**src/rtl/parking_entry_frontend_pkg.sv**
```systemverilog
// Shared definitions for the parking entry front end and the parking system FSM.
package parking_pkg;

  localparam int unsigned PW_BITS_DEFAULT = 4;

  typedef enum logic [1:0] {
    IDLE    = 2'd0,
    COLLECT = 2'd1,
    READY   = 2'd2
  } entry_state_t;

endpackage

```
**src/rtl/parking_entry_frontend_if.sv**
```systemverilog
// Gate-side bundle: raw sensors and keypad in, conditioned sensors and password out.
interface parking_entry_if import parking_pkg::*; #(
  parameter int PW_BITS = PW_BITS_DEFAULT
) ();

  logic               front_raw;
  logic               back_raw;
  logic               key_bit;
  logic               key_strobe;
  logic               key_clear;
  logic               frontsensor;
  logic               backsensor;
  logic [PW_BITS-1:0] password;
  logic               password_valid;
  logic               entry_timeout;

  modport master (
    output front_raw, back_raw, key_bit, key_strobe, key_clear,
    input  frontsensor, backsensor, password, password_valid, entry_timeout
  );

  modport slave (
    input  front_raw, back_raw, key_bit, key_strobe, key_clear,
    output frontsensor, backsensor, password, password_valid, entry_timeout
  );

endinterface

```
**src/rtl/parking_entry_frontend_debounce.sv**
```systemverilog
// Two-flop synchroniser followed by a filter that needs DEBOUNCE_CYCLES
// consecutive disagreeing samples before the output follows the input.
module parking_debounce #(
  parameter int DEBOUNCE_CYCLES = 4
) (
  input  logic clk,
  input  logic reset,
  input  logic din_i,
  output logic dout_o
);

  localparam int CNT_W = $clog2(DEBOUNCE_CYCLES);

  logic             sync1_q, sync2_q;
  logic             out_q, out_d;
  logic [CNT_W-1:0] cnt_q, cnt_d;

  // Count consecutive mismatches; any match restarts the run.
  always_comb begin
    cnt_d = '0;
    out_d = out_q;
    if (sync2_q != out_q) begin
      if (cnt_q == CNT_W'(DEBOUNCE_CYCLES - 1)) begin
        out_d = sync2_q;
      end else begin
        cnt_d = cnt_q + CNT_W'(1);
      end
    end else begin
      cnt_d = '0;
    end
  end

  always_ff @(posedge clk or negedge reset) begin
    if (!reset) begin
      sync1_q <= 1'b0;
      sync2_q <= 1'b0;
      out_q   <= 1'b0;
      cnt_q   <= '0;
    end else begin
      sync1_q <= din_i;
      sync2_q <= sync1_q;
      out_q   <= out_d;
      cnt_q   <= cnt_d;
    end
  end

  assign dout_o = out_q;

endmodule

```
**src/rtl/parking_entry_frontend.sv**
```systemverilog
// Conditions the gate sensors and assembles the MSB-first keypad password
// for the car currently at the entry.
module parking_entry_frontend import parking_pkg::*; #(
  parameter int DEBOUNCE_CYCLES = 4,
  parameter int TIMEOUT_CYCLES  = 64,
  parameter int PW_BITS         = PW_BITS_DEFAULT
) (
  input logic            clk,
  input logic            reset,
  parking_entry_if.slave bus
);

  localparam int CNT_W = $clog2(PW_BITS + 1);
  localparam int TMR_W = $clog2(TIMEOUT_CYCLES);

  entry_state_t       state_q, state_d;
  logic [PW_BITS-1:0] pw_q, pw_d, pw_shift_s;
  logic [CNT_W-1:0]   cnt_q, cnt_d;
  logic [TMR_W-1:0]   tmr_q, tmr_d;
  logic               valid_q, valid_d;
  logic               timeout_q, timeout_d;
  logic               front_s, back_s, front_prev_q, back_prev_q;
  logic               front_rise_s, front_fall_s, back_rise_s, last_bit_s;

  parking_debounce #(.DEBOUNCE_CYCLES(DEBOUNCE_CYCLES)) u_front_db (
    .clk(clk), .reset(reset), .din_i(bus.front_raw), .dout_o(front_s)
  );

  parking_debounce #(.DEBOUNCE_CYCLES(DEBOUNCE_CYCLES)) u_back_db (
    .clk(clk), .reset(reset), .din_i(bus.back_raw), .dout_o(back_s)
  );

  assign front_rise_s = front_s & ~front_prev_q;
  assign front_fall_s = ~front_s & front_prev_q;
  assign back_rise_s  = back_s & ~back_prev_q;
  assign last_bit_s   = (cnt_q == CNT_W'(PW_BITS - 1));
  assign pw_shift_s   = {pw_q[PW_BITS-2:0], bus.key_bit};

  // Entry FSM; inside COLLECT the if-chain order is the same-cycle priority.
  always_comb begin
    state_d   = state_q;
    pw_d      = pw_q;
    cnt_d     = cnt_q;
    tmr_d     = tmr_q;
    timeout_d = 1'b0;
    case (state_q)
      IDLE: begin
        if (front_rise_s) begin
          state_d = COLLECT;
          pw_d    = '0;
          cnt_d   = '0;
          tmr_d   = '0;
        end else begin
          state_d = IDLE;
        end
      end
      COLLECT: begin
        if (front_fall_s) begin
          state_d = IDLE;
          pw_d    = '0;
          cnt_d   = '0;
          tmr_d   = '0;
        end else if (bus.key_clear) begin
          pw_d  = '0;
          cnt_d = '0;
          tmr_d = '0;
        end else if (bus.key_strobe && last_bit_s) begin
          state_d = READY;
          pw_d    = pw_shift_s;
          cnt_d   = '0;
          tmr_d   = '0;
        end else if (tmr_q == TMR_W'(TIMEOUT_CYCLES - 1)) begin
          state_d   = IDLE;
          pw_d      = '0;
          cnt_d     = '0;
          tmr_d     = '0;
          timeout_d = 1'b1;
        end else begin
          tmr_d = tmr_q + TMR_W'(1);
          if (bus.key_strobe) begin
            pw_d  = pw_shift_s;
            cnt_d = cnt_q + CNT_W'(1);
          end else begin
            pw_d = pw_q;
          end
        end
      end
      READY: begin
        if (back_rise_s || front_fall_s) begin
          state_d = IDLE;
          pw_d    = '0;
        end else begin
          state_d = READY;
        end
      end
      default: begin
        state_d = IDLE;
        pw_d    = '0;
        cnt_d   = '0;
        tmr_d   = '0;
      end
    endcase
    valid_d = (state_d == READY);
  end

  always_ff @(posedge clk or negedge reset) begin
    if (!reset) begin
      state_q      <= IDLE;
      pw_q         <= '0;
      cnt_q        <= '0;
      tmr_q        <= '0;
      valid_q      <= 1'b0;
      timeout_q    <= 1'b0;
      front_prev_q <= 1'b0;
      back_prev_q  <= 1'b0;
    end else begin
      state_q      <= state_d;
      pw_q         <= pw_d;
      cnt_q        <= cnt_d;
      tmr_q        <= tmr_d;
      valid_q      <= valid_d;
      timeout_q    <= timeout_d;
      front_prev_q <= front_s;
      back_prev_q  <= back_s;
    end
  end

  assign bus.frontsensor    = front_s;
  assign bus.backsensor     = back_s;
  assign bus.password       = pw_q;
  assign bus.password_valid = valid_q;
  assign bus.entry_timeout  = timeout_q;

endmodule

```
**src/flat_wrapper.sv**
```systemverilog
// flat-port wrapper written by rule: the top's interface ports become plain ports
module parking_entry_frontend_flat import parking_pkg::*;
#(
  parameter int DEBOUNCE_CYCLES = 4,
  parameter int TIMEOUT_CYCLES  = 64,
  parameter int PW_BITS         = PW_BITS_DEFAULT
)
  (clk, reset, bus_front_raw, bus_back_raw, bus_key_bit, bus_key_strobe, bus_key_clear, bus_frontsensor, bus_backsensor, bus_password, bus_password_valid, bus_entry_timeout);
  parking_entry_if #(.PW_BITS(PW_BITS)) bus_i ();
  input logic clk;
  input logic reset;
  input wire logic [$bits(bus_i.front_raw)-1:0] bus_front_raw;
  input wire logic [$bits(bus_i.back_raw)-1:0] bus_back_raw;
  input wire logic [$bits(bus_i.key_bit)-1:0] bus_key_bit;
  input wire logic [$bits(bus_i.key_strobe)-1:0] bus_key_strobe;
  input wire logic [$bits(bus_i.key_clear)-1:0] bus_key_clear;
  output wire logic [$bits(bus_i.frontsensor)-1:0] bus_frontsensor;
  output wire logic [$bits(bus_i.backsensor)-1:0] bus_backsensor;
  output wire logic [$bits(bus_i.password)-1:0] bus_password;
  output wire logic [$bits(bus_i.password_valid)-1:0] bus_password_valid;
  output wire logic [$bits(bus_i.entry_timeout)-1:0] bus_entry_timeout;
  assign bus_i.front_raw = bus_front_raw;
  assign bus_i.back_raw = bus_back_raw;
  assign bus_i.key_bit = bus_key_bit;
  assign bus_i.key_strobe = bus_key_strobe;
  assign bus_i.key_clear = bus_key_clear;
  assign bus_frontsensor = bus_i.frontsensor;
  assign bus_backsensor = bus_i.backsensor;
  assign bus_password = bus_i.password;
  assign bus_password_valid = bus_i.password_valid;
  assign bus_entry_timeout = bus_i.entry_timeout;
  parking_entry_frontend #(.DEBOUNCE_CYCLES(DEBOUNCE_CYCLES), .TIMEOUT_CYCLES(TIMEOUT_CYCLES), .PW_BITS(PW_BITS)) u_core (.clk(clk), .reset(reset), .bus(bus_i));
endmodule
```
**config.mk**
```make
export PLATFORM = sky130hd
export DESIGN_NAME = parking_entry_frontend_flat
export DESIGN_NICKNAME = d
export VERILOG_FILES = /design/src/rtl/parking_entry_frontend_pkg.sv /design/src/rtl/parking_entry_frontend_if.sv /design/src/rtl/parking_entry_frontend_debounce.sv /design/src/rtl/parking_entry_frontend.sv /design/src/flat_wrapper.sv
export SDC_FILE = /design/constraint.sdc
export NUM_CORES = 1
export LEC_CHECK = 0
export CORE_ASPECT_RATIO = 0.7
export CORE_MARGIN = 1
export CORE_UTILIZATION = 58
export CTS_CLUSTER_DIAMETER = 50
export CTS_CLUSTER_SIZE = 24
export DETAILED_ROUTE_END_ITERATION = 7
export PLACE_DENSITY = 0.82
export SYNTH_ARGS = -nofsm -noshare
export SYNTH_HDL_FRONTEND = slang
export SYNTH_SLANG_ARGS = --single-unit
```
**constraint.sdc**
```tcl
create_clock -name clk -period 3.9 [get_ports clk]
set_input_delay 0.39 -clock clk [delete_from_list [all_inputs] [get_ports clk]]
set_output_delay 0.39 -clock clk [all_outputs]
set_load 0.03 [all_outputs]
```
# ---- Word level (Yosys, flattened, before mapping)
# Index checks and enable logic that the tools add are counted.
dict set report totals {
  ff_bits 29
  in_bits 7
  output_inout_bits 8
  word_cells 84
}
dict set report op_classes {
  n_addsub 4
  n_eq_ne 12
  muxes 37
  bitwise_logic 7
  n_reduce_logical 8
}
# op n
set ops {}
lappend ops {{$mux 6} 5}
lappend ops {{$mux 4} 7}
lappend ops {{$mux 2} 9}
lappend ops {{$mux 3} 6}
lappend ops {{$pmux 6 s3} 1}
lappend ops {{$pmux 4 s3} 1}
lappend ops {{$pmux 3 s3} 1}
lappend ops {{$eq 2x2->1 const B} 4}
lappend ops {{$add 6x1->6 const B} 1}
lappend ops {{$eq 6x6->1 const B} 1}
lappend ops {{$mux 1} 6}
lappend ops {{$ne 6x3->1 const B} 1}
lappend ops {{$pmux 2 s3} 1}
lappend ops {{$reduce_and 2->1} 3}
lappend ops {{$reduce_and 3->1} 2}
lappend ops {{$add 2x1->2 const B} 2}
lappend ops {{$ne 2x1->1 const B} 2}
lappend ops {{$not 1->1} 4}
lappend ops {{$add 3x1->3 const B} 1}
lappend ops {{$and 1x1->1} 3}
lappend ops {{$eq 3x2->1 const B} 1}
lappend ops {{$eq 2x1->1 const B} 1}
lappend ops {{$logic_not 2->1} 1}
lappend ops {{$ne 1x1->1} 2}
lappend ops {{other kinds (2)} 2}

# ---- Logic depth before layout (Yosys ltp)
# Gate-level depths: netlist (run 1).
dict set report depth {
  word_depth 7
  depth_mapped 6
  mapped_depth_nobuf 6
}

# ---- Hierarchy
# A second synthesis (run 1) with hierarchy kept.
dict set report unflattened {
  hier_cells 113
  area_unflattened_um2 1331.3
}
# mod instances cells_each area_each_um2 seq_area_each_um2
set modules_own_cells {}
lappend modules_own_cells {parking_entry_frontend 1 93 983.4 475.5}
lappend modules_own_cells {parking_debounce 2 10 173.9 125.1}

# ---- Worst setup path before layout (run 1)
# OpenSTA, ideal clock, no wires.
dict set report synth_timing {
  kind {register to register}
  start {reg u_core.tmr_q[0]}
  end {reg u_core.pw_q[0], in the netlist u_core.bus.password[0]}
  setup_time_ns 0.125
  arrival_time_ns 1.590
  setup_slack_ns 2.185
  stages_incl_launch_ff 6
  path_buffers 0
  period_less_slack_ns 1.715
  path_cell_list {dfrtp_1 ha_1 and3_4 and2_1 o311a_4 mux2_4}
}
dict set report synth_between {
  elab_chain_len 6
  elab_cells_between_ends 8
}
# item line
set synth_lines {}
lappend synth_lines {{start: declaration} parking_entry_frontend.sv:19} ;# logic [TMR_W-1:0] tmr_q, tmr_d;
lappend synth_lines {{start signal: assignment} parking_entry_frontend.sv:120} ;# tmr_q <= tmr_d;
lappend synth_lines {{$eq 6x6->1 (*)} parking_entry_frontend.sv:72} ;# end else if (tmr_q == TMR_W'(TIMEOUT_CYCLES - 1)) begin
lappend synth_lines {{$mux 4} parking_entry_frontend.sv:72}
lappend synth_lines {{$mux 4} parking_entry_frontend.sv:67} ;# end else if (bus.key_strobe && last_bit_s) begin
lappend synth_lines {{$mux 4} parking_entry_frontend.sv:63} ;# end else if (bus.key_clear) begin
lappend synth_lines {{$mux 4} parking_entry_frontend.sv:58} ;# if (front_fall_s) begin
lappend synth_lines {{$pmux 4 s3} parking_entry_frontend.sv:46} ;# case (state_q)
lappend synth_lines {{end signal: assignment} parking_entry_frontend.sv:118} ;# pw_q <= pw_d;
lappend synth_lines {{end: declaration} parking_entry_frontend.sv:17} ;# logic [PW_BITS-1:0] pw_q, pw_d, pw_shift_s;
# Every way passes the cells marked *; elsewhere a longest branch is shown, timed or not.
# A chain may end at the register's enable or synchronous reset.

# ---- Final worst setup path (run 1)
dict set report layout_timing {
  start {reg u_core.u_back_db.out_q, in the netlist u_core.u_back_db.dout_o}
  end {out bus_backsensor}
}
# item line
set layout_lines {}
lappend layout_lines {{start: declaration} parking_entry_frontend_debounce.sv:15} ;# logic out_q, out_d;
lappend layout_lines {{start signal: assignment} parking_entry_frontend_debounce.sv:42} ;# out_q <= out_d;
lappend layout_lines {{end: declaration} flat_wrapper.sv:18} ;# output wire logic [$bits(bus_i.backsensor)-1:0] bus_backsensor;
# No word-level cell between the ends.

==> out/summary.txt, run 1 <==
========================================================================================
Result of the run                                                           finished clean
Vias in the first global route                                                       861
Standard-cell row count                                                               14
Number of levels the H-tree was split into                                             2
Routed Antenna Nets                                                                    0
Max rail drop VDD                                                               0.420 mV
Resize count post-CTS                                                                  0
Post-synthesis area per instance                                                12.5 um2
Total of endpoints with negative setup slack in the final report                       0
Clock transition at path regs                                                    0.09 ns
Share of the cycle needed by the critical path after routing                       0.483
Design area                                                                     1560 um2
Setup WS post-layout                                                             2.02 ns
Cell area reported after detailed placement                                     1490 um2
Floorplan die height                                                             41.9 um
Total routing usage reported by global routing                                     0.221
Area enclosed by the die boundary                                               2470 um2
Post-synthesis cell count                                                            105
Global route overflow                                                                  0
Met3 routed WL                                                                    119 um
Worst stage delay on the critical path                                           0.72 ns
Total design power                                                            0.000965 W
Port-buffer cells                                                                     14
Final Wtd Congestion                                                               0.823
Bufs on Longest Clock Path                                                             2
Synth Warn #                                                                           0
DRC violation count after routing                                                      0
DR vias/cell                                                                        5.64
Diodes inserted                                                                        0
Post-Route M1 WL                                                                 1100 um
Combined area of all synthesized cells                                          1320 um2
Global-route wire length before repair                                           3800 um
Min Tclk post-route                                                              1.88 ns
Highest signal layer in the routed design                                           met4
Slew headroom                                                                      0.251
Clock skew                                                                    0.00616 ns
Combined area of the multi-input logic cells                                     561 um2
Initial antenna violation count                                                        0
Final Core Density                                                                 0.731
Reg area                                                                         726 um2
Cells traversed along the worst timing path                                 clkdlybuf4s50_1
Effective utilization at floorplan                                                 0.616
Post-Syn Nets                                                                        117
P_leak                                                                          0.728 nW
Cell area power density                                                       618 nW/um2
Yosys cell types                                                                      37
Area of the core                                                                2140 um2
Type of the most critical hold path                                         flip-flop to flip-flop
CTS buffer count                                                                       5
DP Worst Slack                                                                   1.93 ns
Fraction of layout cells with a size suffix above 1                                0.181
Final wirelength                                                                 2320 um
Post-CTS setup repair buffer count                                                     0
Hold bufs inserted after CTS                                                           0
Max Cap Violations                                                                     0
Slowest CP cell                                                             sky130_fd_sc_hd__clkdlybuf4s50_1
Max-slew violations                                                                    0
Worst EP arrival                                                                 1.49 ns
Via count                                                                            897
Minimum setup slack among reg-to-reg paths                                       2.07 ns
Number of search-and-repair iterations in the first detailed-routing pass              4
Worst endpoint required time                                                     3.51 ns
Proportion of synthesized chip area in sequential cells                            0.551
Routed wire length on met2                                                       1040 um
Horizontal die dimension                                                         58.9 um
Unrepaired setup endpoints after global routing                                    false
Detailed router's first-iteration violation count                                     45
Worst setup path category                                                   flip-flop to output pin
Max FO, Critical Path                                                                  5
Growth of design area from synthesis to finish                                     18.7%
Hold violation total from the final report                                             0
Highest achievable clock rate                                                    531 MHz
Number of fill cells in the layout                                                   151
Setup TNS after final layout                                                        0 ns
Total number of nets in the final design                                             138
Critical Path Sink Type                                                       output pin
Total buffers and inverters traversed by the critical path                             1
Flop and latch count out of synthesis                                                 29
Clock tree from TritonCTS                                                          built
Clock insertion delay at the later pin of the skew report                        0.33 ns
Maximum number of pins on one net before global-route repair                          28
Slew at the pin with the worst max-slew slack                                    1.12 ns
Startpoint type of the worst setup path                                        flip-flop
Clk sink count                                                                        29
Detail-routed net length per standard cell                                       14.6 um
Sum of net half-perimeters after detailed placement                              1650 um
Number of primary I/O pins                                                            15
Kind of cell adding the most delay to the critical path                     buffers and inverters
Root cell of the clock tree                                                 sky130_fd_sc_hd__clkbuf_4
========================================================================================
logic make-up (layout without fill, tap and decap cells):
group / count (synthesis) / in the layout / share of synthesized area
mux: 8 / 8 / 0.0789
buf+inv: 5 / 27 / 0.0228
simple gates: 39 / 39 / 0.185
flops: 29 / 29 / 0.551
compound gates: 17 / 17 / 0.101
xor+xnor: 2 / 2 / 0.0133
fa+ha+maj: 5 / 5 / 0.0475
routing by layer:
layer	vias to the layer above	track usage
met1	435	0.294
met5	-	0
li1	428	-
met2	26	0.320
met3	8	0.0654
met4	0	0.129
synth_stat cells:
cell,n,area share
sky130_fd_sc_hd__nand3b_1,1,0.0057
sky130_fd_sc_hd__nor2_2,1,0.0048
sky130_fd_sc_hd__or2b_4,1,0.0086
sky130_fd_sc_hd__o22ai_1,3,0.014
sky130_fd_sc_hd__a221o_1,1,0.0076
sky130_fd_sc_hd__mux2_4,4,0.046
sky130_fd_sc_hd__a21oi_1,3,0.011
sky130_fd_sc_hd__and3_4,1,0.0086
sky130_fd_sc_hd__mux2_2,3,0.026
sky130_fd_sc_hd__nor3b_1,2,0.011
sky130_fd_sc_hd__xnor2_1,2,0.013
sky130_fd_sc_hd__clkbuf_4,1,0.0057
sky130_fd_sc_hd__a32o_1,1,0.0076
sky130_fd_sc_hd__or2_2,1,0.0048
sky130_fd_sc_hd__o32ai_1,1,0.0067
sky130_fd_sc_hd__nand3_4,1,0.013
sky130_fd_sc_hd__inv_1,3,0.0086
sky130_fd_sc_hd__buf_6,1,0.0086
sky130_fd_sc_hd__mux2i_1,1,0.0076
sky130_fd_sc_hd__nand2_1,4,0.011
sky130_fd_sc_hd__a41o_1,1,0.0076
sky130_fd_sc_hd__or2b_1,1,0.0057
sky130_fd_sc_hd__ha_1,5,0.048
sky130_fd_sc_hd__and3_1,5,0.024
sky130_fd_sc_hd__nand4b_1,1,0.0067
sky130_fd_sc_hd__a21o_1,2,0.011
sky130_fd_sc_hd__nand3_1,3,0.011
sky130_fd_sc_hd__dfrtp_1,29,0.55
sky130_fd_sc_hd__and2_1,3,0.014
sky130_fd_sc_hd__o21ai_0,3,0.011
sky130_fd_sc_hd__a22o_1,1,0.0067
sky130_fd_sc_hd__nor2_1,4,0.011
sky130_fd_sc_hd__nand2b_1,1,0.0048
sky130_fd_sc_hd__o311a_4,1,0.016
sky130_fd_sc_hd__nor2b_1,2,0.0095
sky130_fd_sc_hd__nand4_1,3,0.014
sky130_fd_sc_hd__nor3_1,4,0.015
cells in the final DEF (no fill, tap or decap), types with 3 or more instances in the layout:
cell / n
sky130_fd_sc_hd__dfrtp_1: 29
sky130_fd_sc_hd__nor3_1: 4
sky130_fd_sc_hd__mux2_2: 3
sky130_fd_sc_hd__and3_1: 5
sky130_fd_sc_hd__inv_1: 3
sky130_fd_sc_hd__clkbuf_4: 5
sky130_fd_sc_hd__nand4_1: 3
sky130_fd_sc_hd__mux2_4: 4
sky130_fd_sc_hd__ha_1: 5
sky130_fd_sc_hd__nand3_1: 3
sky130_fd_sc_hd__a21oi_1: 3
sky130_fd_sc_hd__o21ai_0: 3
sky130_fd_sc_hd__nor2_1: 4
sky130_fd_sc_hd__nand2_1: 4
sky130_fd_sc_hd__and2_1: 3
sky130_fd_sc_hd__o22ai_1: 3
sky130_fd_sc_hd__clkdlybuf4s50_1: 14
cell type report:
cell class | count | area share
flip-flops and latches | 29 | 0.464
multi-input cells | 71 | 0.359
repair buffers | 16 | 0.0993
clock buffers | 7 | 0.0416
well taps | 32 | 0.0256
inverters | 3 | 0.00721
clock inverters | 1 | 0.00320
power breakdown:
group	leakage, nW	total (W)	internal (W)	switching (W)
clock	0.0413	0.000206	0.000104	0.000102
sequential	0.379	0.000432	0.000368	0.0000641
combinational	0.308	0.000328	0.000161	0.000167
state kept, by name (all words and copies together) (netlist names):
register / flops
u_core.back_prev_q: 1
u_core.u_back_db.cnt_q: 2
u_core.u_front_db.cnt_q: 2
u_core.tmr_q: 6
u_core.u_back_db.sync2_q: 1
u_core.front_prev_q: 1
u_core.u_back_db.sync1_q: 1
u_core.bus.password: 4
u_core.bus.entry_timeout: 1
u_core.cnt_q: 3
u_core.u_front_db.dout_o: 1
u_core.bus.password_valid: 1
u_core.u_front_db.sync2_q: 1
u_core.u_back_db.dout_o: 1
u_core.u_front_db.sync1_q: 1
u_core.state_q: 2
worst paths after layout:
kind / endpoint / cells past startpoint / start
max in group asynchronous: u_core.bus.password[0]$_DFFE_PN0P_ / 1 / reset
worst max register to register: u_core.bus.password[3]$_DFFE_PN0P_ / 5 / u_core.tmr_q[0]$_DFFE_PN0P_
min in group asynchronous: u_core.u_back_db.cnt_q[0]$_DFF_PN0_ / 1 / reset
worst min-delay path: u_core.u_front_db.sync2_q$_DFF_PN0_ / 0 / u_core.u_front_db.sync1_q$_DFF_PN0_
worst min register to register: u_core.u_front_db.sync2_q$_DFF_PN0_ / 0 / u_core.u_front_db.sync1_q$_DFF_PN0_
worst max-delay path: bus_backsensor / 1 / u_core.u_back_db.dout_o$_DFFE_PN0P_
through the flow:
| step | hold WS [ns] | cells |
|---|---|---|
| after floorplan | 0.0944 | 105 |
| after global placement | 0.334 | 151 |
| after detailed placement | 0.343 | 151 |
| after CTS | 0.363 | 159 |
| after global routing | 0.373 | 159 |
| final | 0.358 | 159 |
Power figures use the tool's default switching activity.
==> run 2: changes to the inputs <==
--- a/config.mk
+++ b/config.mk
@@ -7,11 +7,11 @@
 export LEC_CHECK = 0
 export CORE_ASPECT_RATIO = 0.7
 export CORE_MARGIN = 1
-export CORE_UTILIZATION = 58
+export CORE_UTILIZATION = 49
 export CTS_CLUSTER_DIAMETER = 50
 export CTS_CLUSTER_SIZE = 24
 export DETAILED_ROUTE_END_ITERATION = 7
-export PLACE_DENSITY = 0.82
+export PLACE_DENSITY = 0.74
 export SYNTH_ARGS = -nofsm -noshare
 export SYNTH_HDL_FRONTEND = slang
 export SYNTH_SLANG_ARGS = --single-unit
==> constraint.sdc (replaced) <==
create_clock -name clk -period 1.7 [get_ports clk]
set_input_delay 0.17 -clock clk [delete_from_list [all_inputs] [get_ports clk]]
set_output_delay 0.17 -clock clk [all_outputs]
set_load 0.03 [all_outputs]
==> run 2 against run 1 <==
Net effect: global-route usage decreased by 3.9 points; largest cell class unchanged; sequential cell count stayed put; sequential share of layout area fell by 2.8 points; core utilization fell by 6.5 points; final cell count rose by 7.5%; clock skew is 0.0019 ns higher; highest routed layer unchanged; critical path depth up 4; sequential power grew 120%; worst hold slack worse by 0.082 ns; register-to-register slack lost 2.0 ns; routed wire length is 1.3% higher; first-iteration DRC count increased by 42%.
==> out/summary.txt, run 2 (synthesis results as in run 1) <==
========================================================================================
Slowest CP cell                                                             sky130_fd_sc_hd__dfrtp_1   was sky130_fd_sc_hd__clkdlybuf4s50_1
Max reg flops                                                                          6   unchanged
Global route overflow                                                                  0   unchanged
Area of the core                                                                2500 um2   was 2140 um2
Startpoint type of the worst setup path                                        flip-flop   unchanged
Type of the most critical hold path                                         primary input to async pin   was flip-flop to flip-flop
Number of levels the H-tree was split into                                             2   unchanged
Worst endpoint required time                                                     1.86 ns   was 3.51 ns
Initial antenna violation count                                                        0   unchanged
Worst EP arrival                                                                 1.82 ns   was 1.49 ns
Floorplan die height                                                             45.4 um   was 41.9 um
Max Cap Violations                                                                     0   unchanged
Clock insertion delay at the later pin of the skew report                        0.28 ns   was 0.33 ns
Max FO, Critical Path                                                                  4   was 5
Bufs on Longest Clock Path                                                             2   unchanged
Final wirelength                                                                 2350 um   was 2320 um
Port-buffer cells                                                                     14   unchanged
Growth of design area from synthesis to finish                                     26.3%   was 18.7%
Clk sink count                                                                        29   unchanged
DP Cell Count                                                                        162   was 151
Fraction of layout cells with a size suffix above 1                                0.248   was 0.181
Min Tclk post-route                                                              1.66 ns
Routed Antenna Nets                                                                    0   unchanged
Number of cells in the finished layout apart from fillers                            171   was 159
Most frequent standard cell in the layout excluding fill and tap cells      sky130_fd_sc_hd__dfrtp_1   unchanged
Number of primary I/O pins                                                            15   unchanged
Setup WS post-layout                                                           0.0418 ns   was 2.02 ns
Slew at the pin with the worst max-slew slack                                   0.396 ns   was 1.12 ns
Standard-cell row count                                                               15   was 14
Vias in the first global route                                                       812   was 861
DR vias/cell                                                                        5.22   was 5.64
Total design power                                                             0.00236 W   was 0.000965 W
Largest reg by FF count                                                     u_core.tmr_q   unchanged
Clock skew                                                                    0.00806 ns   was 0.00616 ns
Clock transition at path regs                                                    0.06 ns   was 0.09 ns
Final Wtd Congestion                                                               0.870   was 0.823
CTS buffer count                                                                       5   unchanged
Cell area power density                                                      1420 nW/um2   was 618 nW/um2
Clock tree from TritonCTS                                                          built   unchanged
Maximum number of pins on one net before global-route repair                          30   was 28
Effective utilization at floorplan                                                 0.527   was 0.616
DP Worst Slack                                                                -0.0225 ns   was 1.93 ns
Total of endpoints with negative setup slack in the final report                       0   unchanged
Global-route wire length before repair                                           3640 um   was 3800 um
Diodes inserted                                                                        0   unchanged
Max rail drop VDD                                                               0.858 mV   was 0.420 mV
Via count                                                                            892   was 897
Total buffers and inverters traversed by the critical path                             0   was 1
Cell area reported after detailed placement                                     1570 um2   was 1490 um2
Design area                                                                     1660 um2   was 1560 um2
Total routing usage reported by global routing                                     0.182   was 0.221
Slew headroom                                                                      0.735   was 0.251
Worst setup path category                                                   flip-flop to flip-flop   was flip-flop to output pin
P_leak                                                                          0.775 nW   was 0.728 nW
Commonest cells after routing, fill and taps aside                          29 x sky130_fd_sc_hd__dfrtp_1, 14 x sky130_fd_sc_hd__clkdlybuf4s50_1, 12 x sky130_fd_sc_hd__buf_4, 5 x sky130_fd_sc_hd__and3_1, 5 x sky130_fd_sc_hd__clkbuf_8   was 29 x sky130_fd_sc_hd__dfrtp_1, 14 x sky130_fd_sc_hd__clkdlybuf4s50_1, 5 x sky130_fd_sc_hd__and3_1, 5 x sky130_fd_sc_hd__ha_1, 5 x sky130_fd_sc_hd__clkbuf_4
Area enclosed by the die boundary                                               2900 um2   was 2470 um2
Worst stage delay on the critical path                                           0.38 ns   was 0.72 ns
DRC violation count after routing                                                      0   unchanged
Detail-routed net length per standard cell                                       13.7 um   was 14.6 um
Cells traversed along the worst timing path                                 ha_2 -> and3_4 -> and2_4 -> o311a_4 -> mux2_4   was clkdlybuf4s50_1
Share of the cycle needed by the critical path after routing                       0.975
Hold bufs inserted after CTS                                                           0   unchanged
Root cell of the clock tree                                                 sky130_fd_sc_hd__clkbuf_8   was sky130_fd_sc_hd__clkbuf_4
Hold violation total from the final report                                             0   unchanged
Kind of cell adding the most delay to the critical path                       flip-flops   was buffers and inverters
Horizontal die dimension                                                         63.9 um   was 58.9 um
Highest achievable clock rate                                                    603 MHz
Detailed router's first-iteration violation count                                     64   was 45
Total number of nets in the final design                                             148   was 138
Critical Path Sink Type                                                        flip-flop   was output pin
Number of search-and-repair iterations in the first detailed-routing pass              4   unchanged
Result of the run                                                           finished clean   unchanged
Sum of net half-perimeters after detailed placement                              1660 um   was 1650 um
Number of fill cells in the layout                                                   190   was 151
Max-slew violations                                                                    0   unchanged
========================================================================================
[run 2: cell count changes in the layout (fill, tap and decap cells not counted), moves of 3 or more]
cell / before / now
sky130_fd_sc_hd__clkbuf_4: 5 / 0
sky130_fd_sc_hd__buf_4: 2 / 12
sky130_fd_sc_hd__clkbuf_8: 2 / 5
sky130_fd_sc_hd__clkbuf_1: 0 / 3
[run 2: report_power, final]
| group | total (W) | switching [W] | internal, W | leakage [nW] |
|---|---|---|---|---|
| clock network | 0.000527 | 0.000237 | 0.000289 | 0.0395 |
| registers | 0.000969 | 0.000123 | 0.000845 | 0.379 |
| logic | 0.000861 | 0.000416 | 0.000446 | 0.356 |
[run 2: worst paths after layout]
check / from / to / slack [ns] / cells after the start
min reg2reg: u_core.u_back_db.sync1_q$_DFF_PN0_ / u_core.u_back_db.sync2_q$_DFF_PN0_ / 0.35 / 0
max reg2reg: u_core.tmr_q[0]$_DFFE_PN0P_ / u_core.bus.password[2]$_DFFE_PN0P_ / 0.04 / 5
min: reset / u_core.tmr_q[5]$_DFFE_PN0P_ / 0.28 / 2
max: u_core.tmr_q[0]$_DFFE_PN0P_ / u_core.bus.password[2]$_DFFE_PN0P_ / 0.04 / 5
max in group asynchronous: reset / u_core.state_q[1]$_DFF_PN0_ / 1.15 / 2
min in group clk: bus_front_raw / u_core.u_front_db.sync1_q$_DFF_PN0_ / 0.33 / 1
[run 2: per-stage QoR]
| stage | hold WS (ns) | utilization | setup TNS [ns] |
|---|---|---|---|
| 2_1_floorplan | -0.126 | - | 0 |
| 3_3_place_gp | 0.333 | 0.627 | -0.0324 |
| 3_5_place_dp | 0.335 | 0.627 | -0.0858 |
| 4_1_cts | 0.283 | 0.659 | 0 |
| 5_1_grt | 0.315 | 0.666 | -0.00949 |
| 6_report | 0.276 | 0.666 | 0 |
[run 2: routing by layer]
metal  up-vias  GRT usage  part of all wire
li1        444          -                 -
met1       418      0.230              0.49
met2        24      0.257              0.43
met3         6      0.101             0.065
met4         0     0.0818             0.015
met5         -          0                 0
[run 2: timing repair]
| item | 4_1_cts | 5_1_grt |
|---|---|---|
| resized for setup | 0 | 3 |
| buffers inserted | 0 | 1 |
| endpoints found under the setup margin | 0 | 6 |
[run 2: cell type report]
type / instances / area [um2] / area share
inverter: 3 / 11.3 / 0.00677
clock buffer: 8 / 80.1 / 0.0482
timing repair buffer: 26 / 230 / 0.138
sequential: 29 / 726 / 0.436
multi-input combinational: 71 / 573 / 0.345
tap: 34 / 42.5 / 0.0256
